[src/rtl/coin_acceptor_if.sv]
// Coin acceptor bus: coin/purchase/cancel requests in, credit, status pulses and change handshake out.
// master drives the requests and the change acknowledge; slave is the acceptor itself.
interface coin_acceptor_if #(
    parameter int unsigned CREDIT_W = 16
);
    logic                coin_valid;
    logic [1:0]          coin_type;
    logic                buy;
    logic [CREDIT_W-1:0] price;
    logic                cancel;
    logic                change_ack;
    logic [CREDIT_W-1:0] credit;
    logic                vend;
    logic                insufficient;
    logic                coin_reject;
    logic                change_valid;
    logic [31:0]         change;

    modport master (
        output coin_valid, coin_type, buy, price, cancel, change_ack,
        input  credit, vend, insufficient, coin_reject, change_valid, change
    );

    modport slave (
        input  coin_valid, coin_type, buy, price, cancel, change_ack,
        output credit, vend, insufficient, coin_reject, change_valid, change
    );
endinterface

[src/rtl/coin_acceptor.sv]
// Vending front end: accumulates coin credit, settles purchases against a price and hands
// leftover change to the dispenser over a valid/ack handshake. Every output is a flop.
module coin_acceptor #(
    parameter int unsigned MAX_CREDIT = 500,
    parameter int unsigned CREDIT_W   = 16
) (
    input logic            clk,
    input logic            rst,
    coin_acceptor_if.slave bus
);
    typedef enum logic [1:0] {StIdle, StCredit, StPayout} state_e;

    localparam logic [CREDIT_W:0] MaxCredit = (CREDIT_W + 1)'(MAX_CREDIT);

    state_e              state_q, state_d;
    logic [CREDIT_W-1:0] credit_q, credit_d;
    logic [CREDIT_W-1:0] change_q, change_d;
    logic                change_valid_q, change_valid_d;
    logic                vend_q, vend_d;
    logic                insufficient_q, insufficient_d;
    logic                coin_reject_q, coin_reject_d;

    logic [CREDIT_W-1:0] coin_val;
    logic                coin_code_ok;
    logic [CREDIT_W:0]   coin_sum;
    logic                coin_fits;
    logic                cancel_ok;
    logic                buy_ok;
    logic [CREDIT_W-1:0] residual;

    always_comb begin
        coin_val     = '0;
        coin_code_ok = 1'b1;
        unique case (bus.coin_type)
            2'b00:   coin_val = CREDIT_W'(5);
            2'b01:   coin_val = CREDIT_W'(10);
            2'b10:   coin_val = CREDIT_W'(25);
            default: coin_code_ok = 1'b0;
        endcase
    end

    // One extra bit so credit + coin cannot wrap past MAX_CREDIT.
    assign coin_sum  = {1'b0, credit_q} + {1'b0, coin_val};
    assign coin_fits = coin_sum <= MaxCredit;
    assign cancel_ok = bus.cancel && (credit_q != '0);
    assign buy_ok    = bus.buy && (bus.price != '0) && (credit_q >= bus.price);
    // Only meaningful when buy_ok, where credit >= price guarantees no underflow.
    assign residual  = credit_q - bus.price;

    always_comb begin
        state_d        = state_q;
        credit_d       = credit_q;
        change_d       = change_q;
        change_valid_d = change_valid_q;
        vend_d         = 1'b0;
        insufficient_d = 1'b0;
        coin_reject_d  = 1'b0;

        unique case (state_q)
            StIdle, StCredit: begin
                if (cancel_ok) begin
                    change_d       = credit_q;
                    change_valid_d = 1'b1;
                    credit_d       = '0;
                    coin_reject_d  = bus.coin_valid;
                    state_d        = StPayout;
                end else if (buy_ok) begin
                    vend_d        = 1'b1;
                    credit_d      = '0;
                    coin_reject_d = bus.coin_valid;
                    if (residual != '0) begin
                        change_d       = residual;
                        change_valid_d = 1'b1;
                        state_d        = StPayout;
                    end else begin
                        state_d = StIdle;
                    end
                end else begin
                    // A refused buy still lets a coin in this cycle.
                    insufficient_d = bus.buy;
                    if (bus.coin_valid) begin
                        if (coin_code_ok && coin_fits) begin
                            credit_d = credit_q + coin_val;
                            state_d  = StCredit;
                        end else begin
                            coin_reject_d = 1'b1;
                        end
                    end
                end
            end
            StPayout: begin
                coin_reject_d = bus.coin_valid;
                if (bus.change_ack) begin
                    change_d       = '0;
                    change_valid_d = 1'b0;
                    state_d        = StIdle;
                end
            end
            default: begin
                state_d        = StIdle;
                credit_d       = '0;
                change_d       = '0;
                change_valid_d = 1'b0;
            end
        endcase
    end

    always_ff @(posedge clk) begin
        if (rst) begin
            state_q        <= StIdle;
            credit_q       <= '0;
            change_q       <= '0;
            change_valid_q <= 1'b0;
            vend_q         <= 1'b0;
            insufficient_q <= 1'b0;
            coin_reject_q  <= 1'b0;
        end else begin
            state_q        <= state_d;
            credit_q       <= credit_d;
            change_q       <= change_d;
            change_valid_q <= change_valid_d;
            vend_q         <= vend_d;
            insufficient_q <= insufficient_d;
            coin_reject_q  <= coin_reject_d;
        end
    end

    assign bus.credit       = credit_q;
    assign bus.change       = 32'(change_q);
    assign bus.change_valid = change_valid_q;
    assign bus.vend         = vend_q;
    assign bus.insufficient = insufficient_q;
    assign bus.coin_reject  = coin_reject_q;
endmodule

[src/flat_wrapper.sv]
// flat-port wrapper written by rule: the top's interface ports become plain ports
module coin_acceptor_flat 
#(
    parameter int unsigned MAX_CREDIT = 500,
    parameter int unsigned CREDIT_W   = 16
)
  (clk, rst, bus_coin_valid, bus_coin_type, bus_buy, bus_price, bus_cancel, bus_change_ack, bus_credit, bus_vend, bus_insufficient, bus_coin_reject, bus_change_valid, bus_change);
  coin_acceptor_if #(.CREDIT_W(CREDIT_W)) bus_i ();
  input logic clk;
  input logic rst;
  input wire logic [$bits(bus_i.coin_valid)-1:0] bus_coin_valid;
  input wire logic [$bits(bus_i.coin_type)-1:0] bus_coin_type;
  input wire logic [$bits(bus_i.buy)-1:0] bus_buy;
  input wire logic [$bits(bus_i.price)-1:0] bus_price;
  input wire logic [$bits(bus_i.cancel)-1:0] bus_cancel;
  input wire logic [$bits(bus_i.change_ack)-1:0] bus_change_ack;
  output wire logic [$bits(bus_i.credit)-1:0] bus_credit;
  output wire logic [$bits(bus_i.vend)-1:0] bus_vend;
  output wire logic [$bits(bus_i.insufficient)-1:0] bus_insufficient;
  output wire logic [$bits(bus_i.coin_reject)-1:0] bus_coin_reject;
  output wire logic [$bits(bus_i.change_valid)-1:0] bus_change_valid;
  output wire logic [$bits(bus_i.change)-1:0] bus_change;
  assign bus_i.coin_valid = bus_coin_valid;
  assign bus_i.coin_type = bus_coin_type;
  assign bus_i.buy = bus_buy;
  assign bus_i.price = bus_price;
  assign bus_i.cancel = bus_cancel;
  assign bus_i.change_ack = bus_change_ack;
  assign bus_credit = bus_i.credit;
  assign bus_vend = bus_i.vend;
  assign bus_insufficient = bus_i.insufficient;
  assign bus_coin_reject = bus_i.coin_reject;
  assign bus_change_valid = bus_i.change_valid;
  assign bus_change = bus_i.change;
  coin_acceptor #(.MAX_CREDIT(MAX_CREDIT), .CREDIT_W(CREDIT_W)) u_core (.clk(clk), .rst(rst), .bus(bus_i));
endmodule
[config.mk]
export PLATFORM = sky130hd
export DESIGN_NAME = coin_acceptor_flat
export DESIGN_NICKNAME = d
export VERILOG_FILES = /design/src/rtl/coin_acceptor_if.sv /design/src/rtl/coin_acceptor.sv /design/src/flat_wrapper.sv
export SDC_FILE = /design/constraint.sdc
export NUM_CORES = 1
export LEC_CHECK = 0
export CAP_MARGIN = 15
export CELL_PAD_IN_SITES_DETAIL_PLACEMENT = 0
export CELL_PAD_IN_SITES_GLOBAL_PLACEMENT = 1
export CORE_UTILIZATION = 40
export CTS_CLUSTER_DIAMETER = 100
export CTS_CLUSTER_SIZE = 10
export DETAILED_ROUTE_END_ITERATION = 16
export DONT_BUFFER_PORTS = 1
export GPL_TIMING_DRIVEN = 0
export PLACE_DENSITY_LB_ADDON = 0.08
export SKIP_LAST_GASP = 1
export SYNTH_ARGS = -nofsm -noshare
export SYNTH_HDL_FRONTEND = slang
export SYNTH_SLANG_ARGS = --single-unit
[constraint.sdc]
create_clock -name clk -period 3.5 [get_ports clk]
set_input_delay 0.525 -clock clk [delete_from_list [all_inputs] [get_ports clk]]
set_output_delay 0.525 -clock clk [all_outputs]
set_load 0.005 [all_outputs]
==> flow_metrics.tcl, run 1 <==
set metrics [dict create \
    endpoint_kind "flip-flop" \
    fin_crit_sh_pct 94.4 \
    core_area_mm2 0.00838 \
    die_h_um 95.9 \
    vias 3180 \
    grt_overflow 0 \
    cts_root_buffer "clkbuf_8" \
    grt_max_degree 13 \
    seq_area_frac_synth_pct 21.6 \
    cts_tree "built" \
    drv_cap 0 \
    synth_flop_cell "dfxtp_1" \
    setup_slack_ns 0.195 \
    arrival_ns 3.56 \
    synthArstFlopShare_pct 0 \
    grt_setup_unrepaired "false" \
    required_ns 3.75 \
    clock_latency_ns 0.30 \
    rows 33 \
    fin_cells 563 \
    tightest_slew_ns 0.692 \
    clock_path_buffers 2 \
    use_met2_pct 37.0 \
    yosysUniqueCellTypes 79 \
    syn_area_mm2 0.00352 \
    clk_pin_slew_ns 0.08 \
    dp_cells 552 \
    dp_hpwl_um 7730 \
    htreeDepth 2 \
    first_iter_violations 129 \
    setup_viol 0 \
    diodes 0 \
    post-route-util_pct 46.5 \
    dr.pass1.iters 4 \
    place_ws_ns -0.000584 \
    period_needed_ns 3.30 \
    hold_ws_ns 0.378 \
    worst_slew_margin_rel_pct 53.3 \
    critical_path_class "reg2reg" \
    ios 76 \
    drive_gt1_share_pct 17.0 \
    grt_pass1_vias 2945 \
    grt_busiest_layer "met2" \
    critPathLaunchType "flip-flop" \
    postSynthAreaPerCell_um2 8.16 \
    drt-total-wl_um 9860 \
    drc 0 \
    yosys_warnings 0 \
    fillers 857 \
    numCtsBuffers 5 \
    seq_area_um2 764 \
    grt_util_met3_pct 5.61 \
    synth_cells 432 \
    p_per_area_mw_per_mm2 592 \
    slew_violations 0 \
    layout_common_cells "inv_1 (47), dfxtp_1 (35), a21oi_1 (30)" \
    clock-sinks 38 \
    ant_nets 0 \
    multi_input_area_mm2 0.00246 \
    fmax_ghz 0.303 \
    finalHoldViolations 0 \
    fp.dieW_um 95.9 \
    grtUsageMet1_pct 28.4 \
    peakVddDrop_uv 237 \
    synth-seq-cells 38 \
    mostFrequentLayoutCell "inv_1" \
    post_drt_wl_per_cell_um 17.5 \
    start_util_pct 42.0 \
    dieArea_mm2 0.00919 \
    finClkSkew_ns 0.00375 \
    io_buffers 0 \
    nNetsFinal 508 \
    antenna_found_initial 0 \
    grt_pass1_wl_um 15100 \
    worstPathMaxFanout 8 \
    synth_edf_count 0 \
    area_growth_pct 10.5 \
    track_usage_pct 22.0 \
    viasPerCell 5.65 \
    status "complete, no violations" \
    hold_class "in2reg" \
    gp_congestion 0.855 \
    power.leakage_uw 0.00167 \
]
[logic make-up (layout without fill, tap and decap cells)]
kind of cell / count (synthesis) / after routing / share of synthesized area, %
AOI/OAI and AO/OA: 129 / 129 / 29.5
xor gates and xnor gates: 8 / 8 / 1.99
adders and majority gates: 27 / 27 / 10.0
buffers and inverters: 74 / 84 / 10.7
DFF: 38 / 38 / 21.6
muxes: 12 / 12 / 3.44
other: 1 / 16 / 0.106
and+or+nand+nor: 143 / 144 / 22.7
[state kept, by name, summed over array words and instances, names as in the netlist]
name / count
u_core.bus.vend: 1
u_core.bus.change_valid: 1
u_core.change_q: 16
u_core.bus.credit: 16
u_core.state_q: 2
u_core.bus.coin_reject: 1
u_core.bus.insufficient: 1
[final timing paths]
kind	from	to	slack, ns	depth (start not counted)
setup reg to reg	u_core.bus.credit[10]	u_core.bus.credit[8]	0.20	9
setup / recovery	u_core.bus.credit[10]	u_core.bus.credit[8]	0.20	9
hold reg to reg	u_core.change_q[13]	u_core.change_q[13]	0.48	2
hold / removal	bus_buy	u_core.bus.insufficient	0.38	2
[final cells by class]
type                       count  share of cell area, %
inverter                      47                   4.53
buffer                        27                   5.11
sequential                    38                   19.6
tap                          105                   3.37
timing repair buffer           2                  0.386
clock inverter                 2                   1.54
clock buffer                   6                   2.12
multi-input combinational    336                   63.3
[critical path, stage by stage, from the launching register on]
cell and delay [ns]:
dfxtp_1 0.61, ha_1 0.40, or3_1 0.44, o21a_1 0.15, nand3_1 0.09, o211ai_2 0.16
a2111oi_4 0.58, nor4b_2 0.47, o21ai_0 0.15, a21bo_2 0.21
[where the power goes]
group,switching (µW),internal (µW)
clock,168,304
sequential,142,552
combinational,666,475
[through the flow]
stage	setup TNS, ns	power [µW]	area, µm²
after floorplan	0	1580	3580
after global placement	0	1830	3710
after detailed placement	-0.000584	1830	3710
after CTS	0	2310	3850
after global routing	0	2480	3890
final	0	2310	3890
[repair_timing]
action,4_1_cts,5_1_grt
hold buffers,0,0
gates resized for setup,1,7
cloned,0,1
pin swaps,0,4
endpoints found under the setup margin,3,26
setup buffers,0,2
[metal layers]
layer,up-vias,part of all wire [%]
li1,1596,-
met1,1494,46
met4,0,1.3
met2,80,46
met5,-,0
met3,10,7.0
[cell usage after synthesis, drive strengths merged (3+ instances only)]
cell type / number / share of area, %
a21o: 7 / 1.5
o22ai: 15 / 4.8
nand2: 26 / 2.8
o21a: 5 / 1.1
mux2i: 11 / 3.1
nor4: 11 / 2.3
nor4b: 3 / 0.92
or3: 6 / 1.2
dfxtp: 38 / 22
buf: 22 / 5.1
a21oi: 32 / 4.7
o211ai: 5 / 1.2
ha: 25 / 8.9
nor2: 26 / 2.9
nand3: 15 / 2.3
xor2: 5 / 1.2
nor3: 11 / 1.6
nand2b: 12 / 2.1
o21bai: 4 / 0.85
a21bo: 3 / 0.85
xnor2: 3 / 0.75
o21ai: 19 / 2.7
a211oi: 4 / 1.5
a2111oi: 4 / 2.1
nand4: 5 / 0.89
and2: 13 / 2.4
inv: 47 / 5.0
o2111ai: 4 / 0.99
o31a: 3 / 0.75
clkbuf: 5 / 0.53
o31ai: 4 / 0.85
Note: power is estimated with default switching activity, not from simulation.
==> run 2: changes to the inputs <==
- ABC_CLOCK_PERIOD_IN_PS: not set -> 3500
- CORE_UTILIZATION: 40 -> 48
==> flow_metrics.tcl, run 2 (synthesis gave the netlist of run 1 again) <==
set metrics [dict create \
    drive_gt1_share_pct 16.7 \
    grt_setup_unrepaired "false" \
    wl_met2_um 4250 \
    track_usage_pct 25.3 \
    viasPerCell 5.80 \
    critPathLaunchType "flip-flop" \
    diodes 0 \
    ctsHoldBuffers 0 \
    dieArea_mm2 0.00769 \
    clock_path_buffers 2 \
    fin_setup_tns_ns 0 \
    period_needed_ns 3.28 \
    grt_pass1_wl_um 14900 \
    wl_met1_um 4340 \
    p_per_area_mw_per_mm2 591 \
    fin_crit_sh_pct 93.7 \
    peakVddDrop_uv 256 \
    dp_hpwl_um 7350 \
    clk_pin_slew_ns 0.08 \
    cts_setup_buffers 0 \
    rows 30 \
    r2r-start "u_core.bus.credit[0]" \
    worstPathMaxFanout 10 \
    fin_cells 551 \
    worst_slew_margin_rel_pct 54.2 \
    setup_viol 0 \
    dp_cells 543 \
    tightest_slew_ns 0.678 \
    power.leakage_uw 0.00166 \
    hold_class "in2reg" \
    area_growth_pct 9.80 \
    post_cts_resized 1 \
    dr.pass1.iters 4 \
    nNetsFinal 505 \
    fmax_ghz 0.305 \
    vias 3198 \
    hold_depth 2 \
    status "complete, no violations" \
    mostFrequentLayoutCell "inv_1" \
    rr_endpoint "u_core.change_q[7]" \
    r2r_cells 13 \
    wl_met3_um 615 \
    die_h_um 87.7 \
    finalHoldViolations 0 \
    grt_pass1_vias 2952 \
    ios 76 \
    required_ns 3.72 \
    start_util_pct 50.7 \
    core_area_mm2 0.00694 \
    hold_ws_ns 0.395 \
    drv_cap 0 \
    hold-path-endpoint "u_core.bus.insufficient" \
    gp_congestion 0.858 \
    ant_nets 0 \
    grt_max_degree 13 \
    antenna_found_initial 0 \
    drt-total-wl_um 9330 \
    io_buffers 0 \
    layout_common_cells "inv_1 (47), dfxtp_1 (35), a21oi_1 (31)" \
    route.top_layer_used "met4" \
    slew_violations 0 \
    r2r_slack_ns 0.22 \
    drc 0 \
    clock-sinks 38 \
    cts_tree "built" \
    post_drt_wl_per_cell_um 16.9 \
    finClkSkew_ns 0.00736 \
    endpoint_kind "flip-flop" \
    fp.dieW_um 87.7 \
    clock_latency_ns 0.30 \
    arrival_ns 3.50 \
    htreeDepth 2 \
    numCtsBuffers 5 \
    cts_root_buffer "clkbuf_8" \
    first_iter_violations 271 \
    hold_start "bus_buy" \
    grt_overflow 0 \
    critical_path_class "reg2reg" \
    power_uw 2290 \
]
run 2: power by group:
part           switching [µW]  internal, µW  total (µW)
Sequential                141           552         693
Combinational             658           472        1130
Clock                     158           304         462
run 2: worst max path at each step:
stage                          start                   end  slack, ns
2_1_floorplan       bus_coin_type[0]  u_core.bus.credit[5]       0.45
3_3_place_gp        bus_coin_type[0]  u_core.bus.credit[5]       0.08
3_5_place_dp    u_core.bus.credit[0]  u_core.bus.credit[8]      -0.01
4_1_cts         u_core.bus.credit[1]  u_core.bus.credit[8]       0.03
5_1_grt        u_core.bus.credit[10]  u_core.bus.credit[7]       0.01
6_report        u_core.bus.credit[0]    u_core.change_q[7]       0.22
run 2: critical path, stage by stage, from the launching register on:
cell	delay, ns
dfxtp_2	0.39
inv_1	0.08
ha_1	0.16
inv_1	0.05
fa_1	0.43
a21oi_1	0.23
o22ai_2	0.21
a211oi_2	0.35
o211ai_1	0.16
a2111oi_4	0.40
nand3_2	0.15
o221a_4	0.30
buf_6	0.16
o22ai_2	0.14
run 2: layout make-up:
| class | count | area [µm²] |
|---|---|---|
| sequential | 38 | 764 |
| inverter | 47 | 176 |
| buffer | 27 | 199 |
| clock buffer | 6 | 82.6 |
| clock inverter | 2 | 60.1 |
| multi-input combinational | 335 | 2470 |
| fill | 686 | 3080 |
| tap | 96 | 120 |
run 2: through the flow:
stage | cell area (µm²) | utilization (%) | worst slack (ns)
3_5_place_dp | 3700 | 53.3 | -0.00998
6_report | 3870 | 55.7 | 0.219
2_1_floorplan | 3580 | - | 0.454
3_3_place_gp | 3700 | 53.3 | 0.0833
4_1_cts | 3840 | 55.4 | 0.0322
5_1_grt | 3870 | 55.7 | 0.0115
run 2: per-layer routing:
metal	track usage, %	up-vias
met1	35.3	1487
met4	6.26	0
met2	40.7	105
met3	4.24	14
met5	0	-
li1	-	1592
==> run 3: changes to the inputs <==
- SKIP_LAST_GASP: 1 -> not set
==> results of run 3 <==
The final DEF is identical to that of run 2; final timing and power are the same.
==> patch (flow settings as in run 2) <==
`CREDIT_W` is set to 16 in 3 places; all go to 20.
--- a/src/rtl/coin_acceptor_if.sv
+++ b/src/rtl/coin_acceptor_if.sv
@@ -3,3 +3,3 @@
 interface coin_acceptor_if #(
-    parameter int unsigned CREDIT_W = 16
+    parameter int unsigned CREDIT_W = 20
 );
--- a/src/rtl/coin_acceptor.sv
+++ b/src/rtl/coin_acceptor.sv
@@ -4,3 +4,3 @@
     parameter int unsigned MAX_CREDIT = 500,
-    parameter int unsigned CREDIT_W   = 16
+    parameter int unsigned CREDIT_W   = 20
 ) (
--- a/src/flat_wrapper.sv
+++ b/src/flat_wrapper.sv
@@ -4,3 +4,3 @@
     parameter int unsigned MAX_CREDIT = 500,
-    parameter int unsigned CREDIT_W   = 16
+    parameter int unsigned CREDIT_W   = 20
 )
Ports: changed (resized bus_credit and bus_price); port bits go from 76 to 84. No check against the original RTL was run, so the function may have changed too.
==> patch against run 2 <==
The run now ends with setup timing left. Combinational power decreased by 38%. Routed wire length increased by 31%. Setup slack got worse by 440 ps. Global-route usage increased by 2.1 points. Die area increased by 16%. Design area increased by 25%. Power decreased by 24%. Sequential cell count increased by 8. Critical path depth increased by 1. Synthesized cell count increased by 17%. Area after synthesis increased by 17%. Non-clock buffer count increased by 26. Largest cell class unchanged.
==> patch: results (changes against run 2) <==
{
  "setup_viol_count_final": {"value": 22, "change": "was 0"},
  "global_route_wire_length_before_repair": {"value": 18900, "unit": "µm", "change": "was 14900 µm"},
  "finalWorstSetupSlack": {"value": -219, "unit": "ps", "change": "was 219 ps"},
  "detailedPlace.worstSlack": {"value": -544, "unit": "ps", "change": "was -9.98 ps"},
  "critPathMaxStageDelay": {"value": 540, "unit": "ps", "change": "was 430 ps"},
  "drt_first_pass_iters": {"value": 6, "change": "was 4"},
  "fraction_of_the_mapped_netlist_area_in_compound_gates": {"value": 26.1, "unit": "%", "change": "was 29.5%"},
  "leak_pwr": {"value": 2.11, "unit": "nW", "change": "was 1.66 nW"},
  "cpMaxStageDelayCell": {"value": "sky130_fd_sc_hd__or4b_1", "change": "was sky130_fd_sc_hd__fa_1"},
  "muxShareOfSynthArea": {"value": 4.26, "unit": "%", "change": "was 3.44%"},
  "fin_clk_skew": {"value": 9.61, "unit": "ps", "change": "was 7.36 ps"},
  "critical_path.top_delay_family": {"value": "simple AND/OR/NAND/NOR gates", "change": "was compound AO/OA/AOI/OAI gates"},
  "violations": "setup timing",
  "drt-total-wl": {"value": 12200, "unit": "µm", "change": "was 9330 µm"},
  "path_max_fanout": {"value": 6, "change": "was 10"},
  "post_synth_fa_ha_maj_area_fraction": {"value": 9.80, "unit": "%", "change": "was 10.0%"},
  "grt_max_degree": {"value": 15, "change": "was 13"},
  "worstMarginPinSlew": {"value": 713, "unit": "ps", "change": "was 678 ps"},
  "num_vias": {"value": 3985, "change": "was 3198"},
  "post_synth_xor_area_fraction": {"value": 4.69, "unit": "%", "change": "was 1.99%"},
  "vdd.ir_drop.worst": {"value": 0.272, "unit": "mV", "change": "was 0.256 mV"},
  "grt_use_total": {"value": 27.5, "unit": "%", "change": "was 25.3%"},
  "synth.lib_cells_used.distinct": {"value": 64, "change": "was 79"},
  "netlist_instances": {"value": 504, "change": "was 432"},
  "run_status": {"value": "finished, violations left", "change": "was finished, final reports clean"},
  "final_cells": {"value": 648, "change": "was 551"},
  "synthTopCellsByCount": {"value": "sky130_fd_sc_hd__dfxtp_1 (46), sky130_fd_sc_hd__inv_1 (41), sky130_fd_sc_hd__nand2_1 (36)", "change": "was sky130_fd_sc_hd__inv_1 (47), sky130_fd_sc_hd__dfxtp_1 (38), sky130_fd_sc_hd__a21oi_1 (31)"},
  "power.net_switching": {"value": 0.633, "unit": "mW", "change": "was 0.957 mW"},
  "placed_area": {"value": 0.00433, "unit": "mm²", "change": "was 0.00370 mm²"}
}
-- patch: cell types whose count changed after synthesis, sizes merged, moves of 6 or more --
| cell | change |
|---|---|
| nand2b | -7 |
| or4 | +7 |
| clkbuf | +7 |
| xnor2 | +11 |
| inv | -6 |
| o21ai | +6 |
| dfxtp | +8 |
| and2 | +19 |
| o22ai | -13 |
| nand2 | +12 |
| o2bb2ai | +20 |
| and3 | +7 |
-- patch: repair_timing --
item	CTS	global route
gates resized for setup	25	27
pin swaps	8	6
cloned	1	1
endpoints found under the setup margin	41	42
hold buffers	0	0
buffers inserted	12	7
-- patch: final cells by class --
type | count | area [µm²]
Multi-Input combinational cell | 395 | 3080
Tap cell | 105 | 131
Inverter | 41 | 156
Clock inverter | 2 | 37.5
Sequential cell | 46 | 938
Fill cell | 794 | 3440
Timing Repair Buffer | 20 | 179
Buffer | 33 | 221
Clock buffer | 6 | 72.6
-- patch: power groups by stage --
stage | Sequential [mW] | Clock, mW | Combinational (mW)
final | 0.619 | 0.408 | 0.705
after global routing | 0.627 | 0.435 | 0.767
after CTS | 0.619 | 0.411 | 0.655
after detailed placement | 0.628 | 0 | 0.574
after global placement | 0.628 | 0 | 0.566
after floorplan | 0.614 | 0 | 0.451
-- patch: path summary, 6_finish.rpt --
| path | start | end | slack (ps) | depth (start not counted) |
|---|---|---|---|---|
| worst max-delay path | u_core.bus.credit[0]$_SDFFE_PP0P_ | u_core.change_q[6]$_SDFFE_PP0P_ | -220 | 14 |
| worst min-delay path | bus_buy | u_core.bus.insufficient$_SDFF_PP0_ | 370 | 1 |
| worst max register to register | u_core.bus.credit[0]$_SDFFE_PP0P_ | u_core.change_q[6]$_SDFFE_PP0P_ | -220 | 14 |
| worst min register to register | u_core.bus.change_valid$_SDFFE_PP0P_ | u_core.bus.change_valid$_SDFFE_PP0P_ | 490 | 2 |
-- patch: worst reg2reg max path, stage by stage, from the launching register on --
cell                        delay (ps)
sky130_fd_sc_hd__dfxtp_4           390
sky130_fd_sc_hd__inv_4              60
sky130_fd_sc_hd__ha_4              130
sky130_fd_sc_hd__inv_2              30
sky130_fd_sc_hd__fa_2              400
sky130_fd_sc_hd__a211oi_4          320
sky130_fd_sc_hd__o31ai_4           130
sky130_fd_sc_hd__xor2_2            190
sky130_fd_sc_hd__or4b_1            540
sky130_fd_sc_hd__or4_4             440
sky130_fd_sc_hd__or4_4             450
sky130_fd_sc_hd__o21ai_4           200
sky130_fd_sc_hd__buf_4             150
sky130_fd_sc_hd__clkbuf_16         140
sky130_fd_sc_hd__o2bb2ai_2          50
-- patch: per-layer routing --
layer / share of wire [%] / vias to the layer above / track usage, %
met1: 46 / 1910 / 38.2
li1: - / 1885 / -
met5: 0 / - / 0
met4: 2.0 / 0 / 7.95
met3: 7.3 / 20 / 4.99
met2: 45 / 170 / 43.1
